$ cat src/rtl/difftest_step_scheduler.sv
// Shares one difftest step-service channel between NUM_CORES cores with round-robin batch grants.
// Define DIFFTEST_STEP_SCHED_STATS_EN to add the stat_batches / stat_wait_cycles counters.
//
// state     | meaning
// ----------+-----------------------------------------------------------
// ST_IDLE   | search eligible cores from the RR pointer, latch a batch
// ST_REQ    | svc_req high, waiting for svc_ack or the wait timeout
// ST_RESULT | one-cycle result_valid pulse, status already decoded
// ST_HALT   | fail or timeout seen; no requests, accumulation frozen
module difftest_step_scheduler #(
   parameter int NUM_CORES  = 2,
   parameter int STEP_WIDTH = 8,
   parameter int ACC_WIDTH  = 16,
   parameter int TIMEOUT    = 1024,
   localparam int CW        = (NUM_CORES > 1) ? $clog2(NUM_CORES) : 1
) (
   input  logic                            clock,
   input  logic                            reset,
   input  logic [NUM_CORES*STEP_WIDTH-1:0] core_step,
   input  logic [NUM_CORES-1:0]            core_enable,
   output logic                            svc_req,
   output logic [CW-1:0]                   svc_core,
   output logic [STEP_WIDTH-1:0]           svc_nstep,
   input  logic                            svc_ack,
   input  logic [7:0]                      svc_result,
   output logic                            result_valid,
   output logic [7:0]                      result_code,
   output logic [CW-1:0]                   result_core,
   output logic                            warmup_clean,
   output logic [NUM_CORES-1:0]            core_done,
   output logic                            sim_fail,
   output logic                            timeout_err,
   output logic                            all_done
`ifdef DIFFTEST_STEP_SCHED_STATS_EN
   ,
   output logic [31:0]                     stat_batches,
   output logic [31:0]                     stat_wait_cycles
`endif
);

   typedef enum logic [1:0] {
      ST_IDLE   = 2'd0,
      ST_REQ    = 2'd1,
      ST_RESULT = 2'd2,
      ST_HALT   = 2'd3
   } state_t;

   localparam logic [ACC_WIDTH:0]   ACC_MAX    = {1'b0, {ACC_WIDTH{1'b1}}};
   localparam logic [ACC_WIDTH-1:0] BATCH_MAX  = ACC_WIDTH'({STEP_WIDTH{1'b1}});
   localparam logic [31:0]          TIMEOUT_M1 = (TIMEOUT > 0) ? 32'(TIMEOUT - 1) : 32'd0;

   state_t                  state_q, state_d;
   logic [ACC_WIDTH-1:0]    acc_q [NUM_CORES];
   logic [ACC_WIDTH-1:0]    acc_d [NUM_CORES];
   logic [CW-1:0]           rr_q, rr_d;
   logic                    svc_req_q, svc_req_d;
   logic [CW-1:0]           svc_core_q, svc_core_d;
   logic [STEP_WIDTH-1:0]   svc_nstep_q, svc_nstep_d;
   logic [31:0]             wait_q, wait_d;
   logic                    result_valid_q, result_valid_d;
   logic [7:0]              result_code_q, result_code_d;
   logic [CW-1:0]           result_core_q, result_core_d;
   logic                    warmup_clean_q, warmup_clean_d;
   logic [NUM_CORES-1:0]    core_done_q, core_done_d;
   logic                    sim_fail_q, sim_fail_d;
   logic                    timeout_err_q, timeout_err_d;

   logic [NUM_CORES-1:0]    eligible;
   logic                    sel_found;
   logic [CW-1:0]           sel_idx;
   logic [ACC_WIDTH-1:0]    take;
   logic                    take_en;
   logic                    clr_en;

   always_comb begin
      for (int i = 0; i < NUM_CORES; i++) begin
         eligible[i] = core_enable[i] & ~core_done_q[i] & (acc_q[i] != '0);
      end
   end

   // Rotating priority search starting at the RR pointer.
   always_comb begin
      int idx;
      sel_found = 1'b0;
      sel_idx   = '0;
      idx       = 0;
      for (int k = 0; k < NUM_CORES; k++) begin
         idx = int'(rr_q) + k;
         if (idx >= NUM_CORES) idx = idx - NUM_CORES;
         if (!sel_found && eligible[idx]) begin
            sel_found = 1'b1;
            sel_idx   = CW'(idx);
         end
      end
      take = (acc_q[sel_idx] > BATCH_MAX) ? BATCH_MAX : acc_q[sel_idx];
   end

   always_comb begin
      state_d        = state_q;
      rr_d           = rr_q;
      svc_req_d      = svc_req_q;
      svc_core_d     = svc_core_q;
      svc_nstep_d    = svc_nstep_q;
      wait_d         = wait_q;
      result_valid_d = 1'b0;
      result_code_d  = result_code_q;
      result_core_d  = result_core_q;
      warmup_clean_d = 1'b0;
      core_done_d    = core_done_q;
      sim_fail_d     = sim_fail_q;
      timeout_err_d  = timeout_err_q;
      take_en        = 1'b0;
      clr_en         = 1'b0;

      case (state_q)
         ST_IDLE: begin
            if (sel_found) begin
               state_d     = ST_REQ;
               svc_req_d   = 1'b1;
               svc_core_d  = sel_idx;
               svc_nstep_d = take[STEP_WIDTH-1:0];
               wait_d      = '0;
               take_en     = 1'b1;
               rr_d        = (int'(sel_idx) + 1 >= NUM_CORES) ? '0 : CW'(int'(sel_idx) + 1);
            end
         end
         ST_REQ: begin
            // Status is decoded at the ack edge so it is visible alongside the result pulse.
            if (svc_ack) begin
               state_d        = ST_RESULT;
               svc_req_d      = 1'b0;
               result_valid_d = 1'b1;
               result_code_d  = svc_result;
               result_core_d  = svc_core_q;
               warmup_clean_d = (svc_result == 8'd4);
               if (svc_result == 8'd1 || svc_result == 8'd2) begin
                  core_done_d[svc_core_q] = 1'b1;
                  clr_en                  = 1'b1;
               end
               if (svc_result == 8'd3) sim_fail_d = 1'b1;
            end else if (TIMEOUT > 0 && wait_q == TIMEOUT_M1) begin
               state_d       = ST_HALT;
               svc_req_d     = 1'b0;
               timeout_err_d = 1'b1;
            end else begin
               wait_d = wait_q + 32'd1;
            end
         end
         ST_RESULT: begin
            state_d = (result_code_q == 8'd3) ? ST_HALT : ST_IDLE;
         end
         ST_HALT: begin
            svc_req_d = 1'b0;
         end
         default: begin
            state_d = ST_IDLE;
         end
      endcase
   end

   // Add and take are combined into one update so a same-cycle step is never lost.
   always_comb begin
      logic [STEP_WIDTH-1:0] step_i;
      logic [ACC_WIDTH-1:0]  taken;
      logic [ACC_WIDTH:0]    sum;
      step_i = '0;
      taken  = '0;
      sum    = '0;
      for (int i = 0; i < NUM_CORES; i++) begin
         step_i = (core_enable[i] && !core_done_q[i]) ? core_step[i*STEP_WIDTH +: STEP_WIDTH] : '0;
         taken  = (take_en && sel_idx == CW'(i)) ? take : '0;
         sum    = {1'b0, acc_q[i]} - {1'b0, taken} + (ACC_WIDTH+1)'(step_i);
         if (state_q == ST_HALT) begin
            acc_d[i] = acc_q[i];
         end else if (clr_en && svc_core_q == CW'(i)) begin
            acc_d[i] = '0;
         end else begin
            acc_d[i] = (sum > ACC_MAX) ? ACC_MAX[ACC_WIDTH-1:0] : sum[ACC_WIDTH-1:0];
         end
      end
   end

   always_ff @(posedge clock or negedge reset) begin
      if (!reset) begin
         state_q        <= ST_IDLE;
         for (int i = 0; i < NUM_CORES; i++) acc_q[i] <= '0;
         rr_q           <= '0;
         svc_req_q      <= 1'b0;
         svc_core_q     <= '0;
         svc_nstep_q    <= '0;
         wait_q         <= '0;
         result_valid_q <= 1'b0;
         result_code_q  <= '0;
         result_core_q  <= '0;
         warmup_clean_q <= 1'b0;
         core_done_q    <= '0;
         sim_fail_q     <= 1'b0;
         timeout_err_q  <= 1'b0;
      end else begin
         state_q        <= state_d;
         for (int i = 0; i < NUM_CORES; i++) acc_q[i] <= acc_d[i];
         rr_q           <= rr_d;
         svc_req_q      <= svc_req_d;
         svc_core_q     <= svc_core_d;
         svc_nstep_q    <= svc_nstep_d;
         wait_q         <= wait_d;
         result_valid_q <= result_valid_d;
         result_code_q  <= result_code_d;
         result_core_q  <= result_core_d;
         warmup_clean_q <= warmup_clean_d;
         core_done_q    <= core_done_d;
         sim_fail_q     <= sim_fail_d;
         timeout_err_q  <= timeout_err_d;
      end
   end

   assign svc_req      = svc_req_q;
   assign svc_core     = svc_core_q;
   assign svc_nstep    = svc_nstep_q;
   assign result_valid = result_valid_q;
   assign result_code  = result_code_q;
   assign result_core  = result_core_q;
   assign warmup_clean = warmup_clean_q;
   assign core_done    = core_done_q;
   assign sim_fail     = sim_fail_q;
   assign timeout_err  = timeout_err_q;
   assign all_done     = (|core_enable) && ((core_done_q & core_enable) == core_enable);

`ifdef DIFFTEST_STEP_SCHED_STATS_EN
   logic [31:0] stat_batches_q, stat_batches_d;
   logic [31:0] stat_wait_q, stat_wait_d;

   always_comb begin
      stat_batches_d = stat_batches_q + (take_en ? 32'd1 : 32'd0);
      stat_wait_d    = stat_wait_q + ((state_q == ST_REQ && !svc_ack) ? 32'd1 : 32'd0);
   end

   always_ff @(posedge clock or negedge reset) begin
      if (!reset) begin
         stat_batches_q <= '0;
         stat_wait_q    <= '0;
      end else begin
         stat_batches_q <= stat_batches_d;
         stat_wait_q    <= stat_wait_d;
      end
   end

   assign stat_batches     = stat_batches_q;
   assign stat_wait_cycles = stat_wait_q;
`endif

endmodule

$ cat config.mk
export PLATFORM = sky130hd
export DESIGN_NAME = difftest_step_scheduler
export DESIGN_NICKNAME = d
export VERILOG_FILES = /design/src/rtl/difftest_step_scheduler.sv
export SDC_FILE = /design/constraint.sdc
export NUM_CORES = 1
export LEC_CHECK = 0
export CELL_PAD_IN_SITES_DETAIL_PLACEMENT = 0
export CELL_PAD_IN_SITES_GLOBAL_PLACEMENT = 1
export CORE_MARGIN = 2
export CORE_UTILIZATION = 47
export CTS_BUF_LIST = sky130_fd_sc_hd__clkbuf_8
export CTS_CLUSTER_SIZE = 12
export DETAILED_ROUTE_END_ITERATION = 12
export PLACE_DENSITY_LB_ADDON = 0.1
export SLEW_MARGIN = 20
export SYNTH_ARGS = -nofsm -noshare
export SYNTH_HDL_FRONTEND = slang
export SYNTH_SLANG_ARGS = --single-unit
$ cat constraint.sdc
create_clock -name clock -period 5.1 [get_ports clock]
set_input_delay 1.02 -clock clock [delete_from_list [all_inputs] [get_ports clock]]
set_output_delay 1.02 -clock clock [all_outputs]
set_load 0.02 [all_outputs]
==> qor.yml, run 1 <==
floorplan:
  die-height_um: 126
  core_um2: 14500
  dieArea_um2: 15900
  die_w_um: 126
  io_pins: 55
  initial_core_util: 0.481
  num_rows: 44
clocking:
  clk_latency_ps: 380
  ctsHoldBuffers: 0
  cts_buffers: 9
  clk_pin_slew_ps: 100
  h-tree-depth: 3
  cts_tree: "built"
  clockBufferDepth: 2
  cts.sinks: 92
  cts_root_buffer: "clkbuf_8"
routing:
  wl_per_cell_um: 15.9
  dr.pass1.iters: 5
  via_per_inst: 5.60
  drt-initial-drc-count: 389
  vias: 6050
  drcViolationCount: 0
  drt_wl_total_um: 17200
  final_antenna_net_count: 0
setup_path:
  critPathMaxFanout: 8
  r2r_cells: 20
  r2r_end: "acc_q[13]"
  critPathRequiredTime_ps: 5410
  r2r_slack_ps: 350
  worstPathCellList: "clkdlybuf4s50_1 -> nor2b_4 -> o31a_1 -> o21ai_1 -> buf_4 -> nor2_2 -> a31oi_4 -> buf_12 -> o21a_1 -> fa_1 -> inv_1 -> ha_1 -> buf_4 -> or3_1 -> o21ai_1 -> a211o_1 -> nand4_1 -> a2111oi_2 -> a311oi_2 -> a21oi_1"
  cp_data_arrival_time_ps: 5130
  cp_slowest_stage_delay_ps: 500
  r2r_start: "acc_q[27]"
  worstSetupStartpointType: "primary input"
  crit_type: "primary input to register"
  cp-end-kind: "register"
  critPathSlowestCell: "fa_1"
pwr:
  intPower_mw: 2.98
  p_sw_frac: 0.459
  p_total_mw: 5.50
  combPwrFrac: 0.688
  power.density_nw_per_um2: 657
  p_switching_mw: 2.52
  ir_drop_v: 0.000394
  power_leakage_nw: 3.72
  sequentialPowerShare: 0.220
  p_clk_frac: 0.092
sta:
  post-route-min-period_ps: 4820
  max_freq_ghz: 0.207
  finalMaxSlewViolations: 0
  skew_ps: 13.4
  worst_pin_slew_ps: 716
  finalSetupViolations: 0
  timing.final.crit_share: 0.945
  slew_headroom: 0.523
  hold_viol: 0
  rsz0062_at_grt: "false"
hold_path:
  hold_start: "sim_fail"
  hp-class: "register to register"
  holdPathEnd: "sim_fail"
  holdPathStages: 1
status:
  status: "complete, no violations"
logic_synthesis:
  synth_edf_count: 0
  netlist_area_um2: 6990
  synth_cells: 782
  synth_ff_type: "dfrtp_1"
  ys_types: 70
  async_reset_ff_frac: 1.00
  ys_warn_count: 0
  synth-seq-cells: 92
  synth.avg_cell_area_um2: 8.94
  ys_seq_area_frac: 0.329
layout:
  diodes: 0
  area_growth_pct: 19.9
  drive_gt1_frac: 0.126
  fillers: 1346
  finish.net_count: 994
  stdcell_area_um2: 8380
flow_run:
  maxCapViolCount: 0
global_route:
  grt_max_degree: 55
  grt_use_total: 0.224
  grt_pass1_wl_um: 29400
  antenna_found_initial: 0
  grt_pass1_vias: 6072
  grt_overflow: 0
placed_design:
  port_buffers: 54
  dp_hpwl_um: 13300
  placed_area_um2: 8100
  place_congestion: 0.859
[sequential cells by signal, indices dropped and copies added, names as in the netlist, 2 cells and up]
register,count
svc_nstep,8
result_code,8
wait_q,32
state_q,2
core_done,2
acc_q,32
[worst max-delay path: cells and delay by family]
kind	cells	cell delay, ps
and+or+nand+nor	4	850
buffers and inverters	5	1010
AOI/OAI and AO/OA	9	1430
adders and majority gates	2	840
[synthesized netlist by cell type (all sizes together) (3+ instances only)]
master,n,share of area
buf,7,0.0072
and3,5,0.0045
o31ai,12,0.014
clkbuf,16,0.0086
nor2,39,0.021
dfrtp,92,0.33
mux2i,7,0.010
nand3,22,0.017
nand4,22,0.021
o21ai,50,0.036
fa,16,0.046
xor2,18,0.023
nand2b,9,0.0088
nor3b,5,0.0054
nor2b,7,0.0063
nand2,82,0.045
nand3b,4,0.0043
o21a,18,0.019
nor4,14,0.023
a22oi,4,0.0043
o211ai,12,0.013
nor3,36,0.026
and4,3,0.0041
a21boi,5,0.0054
o311ai,6,0.0075
a211oi,6,0.0082
a21oi,45,0.032
a31oi,4,0.0057
o21bai,4,0.0043
o31a,3,0.0038
a211o,6,0.0075
xnor2,12,0.015
a21o,9,0.0097
and2,4,0.0036
ha,57,0.10
inv,69,0.037
or3,22,0.020
mux2,11,0.018
[per-layer routing]
layer | global-route usage | share of wire
met5 | 0 | 0
met4 | 0.0698 | 0.016
met3 | 0.0259 | 0.025
met2 | 0.388 | 0.50
met1 | 0.295 | 0.46
[metrics by stage]
stage                     instances  hold slack [ps]  setup slack, ps  utilization  TNS (ps)
after floorplan                 797              497             80.6            -         0
after global placement         1062              460             -168        0.558     -3630
after detailed placement       1062              470             -306        0.558     -7130
after CTS                      1078              495             80.5        0.571         0
after global routing           1081              529             19.3        0.576         0
final                          1081              494              279        0.576         0
[repair_timing]
action,in CTS,in global routing
setup endpoints to repair,0,32
gates resized for setup,0,15
hold endpoints to repair,0,0
setup buffers,0,3
[how the worst max path moves through the flow]
stage,depth (start not counted),from,endpoint
after floorplan,18,core_enable[1],acc_q[16]
after global placement,20,core_enable[1],acc_q[17]
after detailed placement,20,core_enable[1],acc_q[13]
after CTS,20,core_enable[1],acc_q[13]
after global routing,20,core_enable[1],acc_q[13]
final,20,core_enable[1],acc_q[13]
[placed cells by master, fill, tap and decap left out, types with 4 or more instances in the layout]
cell type        Yosys  routed
dfrtp_1             92      92
nand2_1             81      80
inv_1               69      69
ha_1                57      57
clkdlybuf4s50_1      0      53
buf_4                1      52
o21ai_0             49      47
a21oi_1             45      45
nor2_1              38      37
nor3_1              35      35
or3_1               22      22
nand4_1             20      20
nand3_1             20      20
o21a_1              18      18
xor2_1              18      18
fa_1                16      16
conb_1               1      16
xnor2_1             12      12
o211ai_1            12      12
o31ai_1             11      11
mux2_2              11      11
a21o_1               9       9
clkbuf_8             0       9
nor4_1               8       8
nand2b_1             7       7
mux2i_1              7       7
a211o_1              6       6
a211oi_1             5       5
nor2b_1              7       5
o311ai_0             6       5
nor3b_1              5       5
nor4_4               4       4
nand3b_1             4       4
a21boi_0             4       4
and2_1               4       4
o21bai_1             4       4
and3_1               5       4
a22oi_1              4       4
[power groups by stage]
| stage | combinational, mW | sequential, mW | clock, mW |
|---|---|---|---|
| 6_report | 3.79 | 1.21 | 0.507 |
| 5_1_grt | 4.24 | 1.24 | 0.543 |
| 4_1_cts | 3.72 | 1.21 | 0.515 |
| 3_5_place_dp | 3.70 | 1.22 | 0 |
| 3_3_place_gp | 3.62 | 1.21 | 0 |
| 2_1_floorplan | 2.40 | 1.24 | 0 |
[layout make-up]
cell class	instances	area, um^2	area share
Timing Repair Buffer	107	961	0.115
Clock inverter	7	75.1	0.00896
Tap cell	184	230	0.0275
Sequential cell	92	2300	0.275
Clock buffer	9	124	0.0148
Inverter	69	259	0.0309
Multi-Input combinational cell	613	4430	0.528
[cell families after synthesis]
| logic type | Yosys count | synth area share |
|---|---|---|
| simple gates | 282 | 0.221 |
| compound gates | 194 | 0.183 |
| flops | 92 | 0.329 |
| buf+inv | 92 | 0.0528 |
| fa+ha+maj | 73 | 0.148 |
| xor+xnor | 30 | 0.0376 |
| mux | 18 | 0.0278 |
| other cells | 1 | 0.000537 |
Note: power is estimated with default switching activity, not from simulation.
==> inputs of run 2 (changes only) <==
CORE_UTILIZATION = 46   (was 47)
CTS_BUF_LIST = default   (was sky130_fd_sc_hd__clkbuf_8)
==> qor.yml, run 2 (synthesis results as in run 1) <==
status:
  status: "complete, no violations"  # unchanged
global_route:
  grt_use_met1: 0.297  # was 0.295
  grt_overflow: 0  # unchanged
  grt_util_met3: 0.0239  # was 0.0259
  grt_use_total: 0.225  # was 0.224
  grt_pass1_wl_um: 29600  # was 29400 um
  grt_max_degree: 52  # was 55
  antenna_found_initial: 0  # unchanged
  grt_pass1_vias: 6091  # was 6072
  use_met2: 0.381  # was 0.388
  grt-busiest-layer: "met2"  # unchanged
placed_design:
  place_congestion: 0.914  # was 0.859
  dp_hpwl_um: 13300  # about the same
  placed_area_um2: 8070  # was 8100 um^2
  dp_cells: 1063  # was 1062
  port_buffers: 54  # unchanged
layout:
  layout_common_cells: "dfrtp_1, nand2_1, inv_1"  # unchanged
  drive_gt1_frac: 0.117  # was 0.126
  fillers: 1390  # was 1346
  final_common_cell: "dfrtp_1"  # unchanged
  top_regs: "acc_q: 32 flops, wait_q: 32 flops"  # unchanged
  stdcell_area_um2: 8410  # was 8380 um^2
  area_growth_pct: 20.4  # was 19.9%
  stdcell_count: 1079  # was 1081
  finish.net_count: 989  # was 994
  diodes: 0  # unchanged
setup_path:
  r2r_end: "acc_q[3]"  # was acc_q[13]
  crit_type: "primary input to register"  # unchanged
  r2r_start: "acc_q[25]"  # was acc_q[27]
  r2r_cells: 18  # was 20
  cp_data_arrival_time_ps: 5060  # was 5130 ps
  cp-end-kind: "register"  # unchanged
  setup.worst_path.end: "acc_q[13]"  # unchanged
  startpoint: "core_enable[0]"  # was core_enable[1]
  critPathMaxFanout: 8  # unchanged
  worstSetupStartpointType: "primary input"  # unchanged
  critPathRequiredTime_ps: 5320  # was 5410 ps
  r2r_slack_ps: 400  # was 350 ps
floorplan:
  die-height_um: 127  # was 126 um
  dieArea_um2: 16200  # was 15900 um^2
  io_pins: 55  # unchanged
  die_w_um: 127  # was 126 um
  initial_core_util: 0.465  # was 0.481
  num_rows: 45  # was 44
  core_um2: 15000  # was 14500 um^2
sta:
  worst_pin_slew_ps: 708  # was 716 ps
  max_freq_ghz: 0.207  # about the same
  slew_headroom: 0.528  # was 0.523
  hold_ws_ps: 476  # was 494 ps
  finalSetupViolations: 0  # unchanged
  post-route-min-period_ps: 4840  # was 4820 ps
  timing.final.crit_share: 0.949  # was 0.945
  hold_viol: 0  # unchanged
  skew_ps: 5.93  # was 13.4 ps
  finalMaxSlewViolations: 0  # unchanged
clocking:
  cts.sinks: 92  # unchanged
  cts_root_buffer: "clkbuf_16"  # was clkbuf_8
  clk_pin_slew_ps: 60  # was 100 ps
  ctsHoldBuffers: 0  # unchanged
  cts_buffers: 9  # unchanged
  clockBufferDepth: 2  # unchanged
  cts_tree: "built"  # unchanged
  h-tree-depth: 3  # unchanged
  clk_latency_ps: 340  # was 380 ps
hold_path:
  hp-class: "register to register"  # unchanged
  holdPathStages: 1  # unchanged
pwr:
  ir_drop_v: 0.000397  # was 0.000394 V
  power.density_nw_per_um2: 667  # was 657 nW/um^2
  power_leakage_nw: 3.74  # was 3.72 nW
routing:
  wl_per_cell_um: 15.9  # about the same
  vias: 6038  # was 6050
  dr.pass1.iters: 5  # unchanged
  drcViolationCount: 0  # unchanged
  final_antenna_net_count: 0  # unchanged
  drt-initial-drc-count: 406  # was 389
  via_per_inst: 5.60  # about the same
  drt_wl_total_um: 17200  # about the same
flow_run:
  maxCapViolCount: 0  # unchanged
==> run 2: changes by cell type in the layout (fill, tap and decap cells not counted), sizes merged <==
cell / delta
buf: -5
bufinv: +1
inv: -1
clkbuf: +4
clkinvlp: -3
clkinv: -2
==> run 2: cell type report <==
cell class                      count  area, um^2  share of cell area
Clock inverter                      2        60.1             0.00714
Multi-Input combinational cell    613        4410               0.524
Timing Repair Buffer              102         911               0.108
Clock buffer                       13         240              0.0286
Tap cell                          188         235              0.0280
Sequential cell                    92        2300               0.274
Inverter                           69         259              0.0308
==> run 2: worst min-delay path by stage <==
stage | end | startpoint | slack (ps)
after floorplan | acc_q[12] | acc_q[12] | 500
after global placement | sim_fail | sim_fail | 460
after detailed placement | sim_fail | sim_fail | 460
after CTS | sim_fail | sim_fail | 480
after global routing | sim_fail | sim_fail | 500
final | sim_fail | sim_fail | 480
==> run 2: what timing repair did <==
action	4_1_cts	5_1_grt
gates resized for setup	0	11
setup buffers	0	1
endpoints found under the setup margin	0	32
==> run 2: critical path: stages <==
cell and delay [ps]:
clkdlybuf4s50_1 480, nor2b_2 170, o31ai_1 100, o21ai_1 210, buf_4 160, a31oi_4 130, buf_4 210, o21a_1 190
fa_1 560, inv_1 60, ha_1 310, a211o_1 260, o211ai_1 150, a211o_1 200, nand4_1 190, and3_1 260
a311oi_1 300, a21oi_1 110
==> run 2: metal layers <==
metal	share of wire	wire [um]
met1	0.47	8000
met2	0.49	8410
met3	0.017	291
met4	0.028	488
met5	0	0
==> run 2: per-stage QoR <==
stage / util / setup WS (ps) / total power, mW / TNS [ps]
2_1_floorplan: - / 80.6 / 3.65 / 0
3_3_place_gp: 0.537 / -119 / 4.79 / -2280
3_5_place_dp: 0.537 / -213 / 4.87 / -5070
4_1_cts: 0.557 / 116 / 5.59 / 0
5_1_grt: 0.560 / -7.62 / 6.16 / -14.6
6_report: 0.560 / 259 / 5.62 / 0
==> run 2: power breakdown <==
group / switching [mW] / total [mW] / internal [mW]
clock network: 0.268 / 0.695 / 0.428
logic: 1.98 / 3.71 / 1.73
registers: 0.244 / 1.21 / 0.967
==> inputs of run 3 (changes only) <==
CAP_MARGIN = 20   (was default)
CELL_PAD_IN_SITES_DETAIL_PLACEMENT = 1   (was 0)
CELL_PAD_IN_SITES_GLOBAL_PLACEMENT = 2   (was 1)
CORE_UTILIZATION = 37   (was 46)
==> qor.yml, run 3 (synthesis results as in run 1) <==
status:
  status: "complete, no violations"  # unchanged
placed_design:
  placed_area_um2: 8240  # was 8070 um^2
  port_buffers: 54  # unchanged
  place_congestion: 0.800  # was 0.914
  dp_hpwl_um: 15700  # was 13300 um
clocking:
  clk_latency_ps: 350  # was 340 ps
  cts.sinks: 92  # unchanged
  clockBufferDepth: 2  # unchanged
  cts_tree: "built"  # unchanged
  cts_buffers: 9  # unchanged
  ctsHoldBuffers: 0  # unchanged
  h-tree-depth: 3  # unchanged
  cts_root_buffer: "clkbuf_16"  # unchanged
  clk_pin_slew_ps: 60  # about the same
sta:
  hold_viol: 0  # unchanged
  hold_ws_ps: 471  # was 476 ps
  worst_pin_slew_ps: 878  # was 708 ps
  skew_ps: 8.48  # was 5.93 ps
  finalMaxSlewViolations: 0  # unchanged
  post-route-min-period_ps: 4900  # was 4840 ps
  slew_headroom: 0.414  # was 0.528
  max_freq_ghz: 0.204  # was 0.207 GHz
  finalSetupViolations: 0  # unchanged
  timing.final.crit_share: 0.960  # was 0.949
  rsz0062_at_grt: "false"
layout:
  finish.net_count: 1005  # was 989
  area_growth_pct: 24.2  # was 20.4%
  top_regs: "acc_q: 32 flops, wait_q: 32 flops"  # unchanged
  layout_common_cells: "dfrtp_1, nand2_1, inv_1"  # unchanged
  diodes: 0  # unchanged
  stdcell_area_um2: 8680  # was 8410 um^2
  final_util: 0.466  # was 0.560
  multi_input_area_um2: 4460  # was 4410 um^2
  final_common_cell: "dfrtp_1"  # unchanged
  drive_gt1_frac: 0.142  # was 0.117
  regArea_um2: 2300  # unchanged
  fillers: 2164  # was 1390
setup_path:
  worstSetupStartpointType: "primary input"  # unchanged
  cp-end-kind: "register"  # unchanged
  r2r_cells: 19  # was 18
  critPathSlowestCell: "fa_1"  # unchanged
  cp_top_family: "compound AO/OA/AOI/OAI gates"  # unchanged
  crit_type: "primary input to register"  # unchanged
  cp.buffers_inverters: 5  # was 4
  critPathRequiredTime_ps: 5270  # was 5320 ps
  r2r_start: "acc_q[28]"  # was acc_q[25]
  worstSetupPathDepth: 19  # was 18
  startpoint: "core_enable[0]"  # unchanged
  worstPathCellList: "clkdlybuf4s50_1 -> nor2b_4 -> o31ai_2 -> o21ai_2 -> buf_4 -> a31oi_4 -> buf_4 -> o21a_1 -> fa_1 -> inv_1 -> ha_1 -> o21a_1 -> o31a_1 -> o211ai_1 -> o211ai_1 -> nor4bb_4 -> a211oi_4 -> buf_12 -> o311ai_0"  # was clkdlybuf4s50_1 -> nor2b_2 -> o31ai_1 -> o21ai_1 -> buf_4 -> a31oi_4 -> buf_4 -> o21a_1 -> fa_1 -> inv_1 -> ha_1 -> a211o_1 -> o211ai_1 -> a211o_1 -> nand4_1 -> and3_1 -> a311oi_1 -> a21oi_1
  cp_slowest_stage_delay_ps: 500  # was 560 ps
  critPathMaxFanout: 14  # was 8
  cp_data_arrival_time_ps: 5070  # was 5060 ps
routing:
  dr.pass1.iters: 4  # was 5
  wl_per_cell_um: 17.5  # was 15.9 um
  drt_wl_total_um: 19900  # was 17200 um
  vias: 6136  # was 6038
  wl_met2_um: 10300  # was 8410 um
  wl_met3_um: 407  # was 291 um
  final_antenna_net_count: 0  # unchanged
  wirelength_met1_um: 9030  # was 8000 um
  drcViolationCount: 0  # unchanged
  via_per_inst: 5.38  # was 5.60
  drt-initial-drc-count: 169  # was 406
  top_layer_used: "met4"  # unchanged
global_route:
  grt_max_degree: 69  # was 52
  grt_pass1_vias: 6722  # was 6091
  grt_pass1_wl_um: 33900  # was 29600 um
  grt_use_total: 0.209  # was 0.225
  antenna_found_initial: 0  # unchanged
  grt_overflow: 0  # unchanged
floorplan:
  die_w_um: 141  # was 127 um
  initial_core_util: 0.375  # was 0.465
  dieArea_um2: 20000  # was 16200 um^2
  io_pins: 55  # unchanged
  core_um2: 18600  # was 15000 um^2
  num_rows: 50  # was 45
  die-height_um: 141  # was 127 um
hold_path:
  holdPathStages: 1  # unchanged
  hp-class: "register to register"  # unchanged
  hold_start: "sim_fail"  # unchanged
pwr:
  power.density_nw_per_um2: 684  # was 667 nW/um^2
  ir_drop_v: 0.000318  # was 0.000397 V
  power_leakage_nw: 3.84  # was 3.74 nW
flow_run:
  maxCapViolCount: 0  # unchanged
[run 3: cell types whose count changed in the layout (fill, tap and decap cells not counted), sizes merged]
cell    previous run  this run
clkbuf            13        11
bufinv             2         3
buf               49        65
clkinv             0         1
[run 3: through the flow]
stage / setup WS, ps / cells / TNS, ps / power (mW)
6_report: 203 / 1141 / 0 / 5.94
3_3_place_gp: -249 / 1123 / -4890 / 4.92
4_1_cts: 4.62 / 1138 / 0 / 5.88
2_1_floorplan: 80.6 / 797 / 0 / 3.65
3_5_place_dp: -385 / 1123 / -9630 / 5.09
5_1_grt: 6.42 / 1141 / 0 / 6.53
[run 3: area by class of cell]
class                      count  area share
multi-input combinational    613       0.513
sequential                    92       0.265
timing repair buffer         118       0.120
tap                          234      0.0337
inverter                      69      0.0298
clock buffer                  11      0.0268
clock inverter                 4      0.0114
[run 3: power by group]
group | leakage, nW | switching [mW] | total (mW) | internal [mW]
Combinational | 2.57 | 2.10 | 3.95 | 1.86
Clock | 0.160 | 0.285 | 0.763 | 0.478
Sequential | 1.11 | 0.257 | 1.22 | 0.966
[run 3: what timing repair did]
action                     4_1_cts  5_1_grt
setup buffers                    0        2
pin swaps                        1       10
setup endpoints to repair       15       32
hold endpoints to repair         0        0
cloned                           0        1
resized for setup                1       29
[run 3: metal layers]
| metal | track usage | up-vias |
|---|---|---|
| li1 | - | 3029 |
| met5 | 0 | - |
| met1 | 0.264 | 3038 |
| met3 | 0.0337 | 18 |
| met2 | 0.378 | 51 |
| met4 | 0.0421 | 0 |
[run 3: path summary, 6_finish.rpt]
path | to | slack [ps]
setup / recovery | acc_q[19] | 200
min in group asynchronous | wait_q[24] | 790
hold / removal | sim_fail | 470
setup reg to reg | acc_q[19] | 300
hold reg to reg | sim_fail | 470
max in group asynchronous | acc_q[14] | 3420
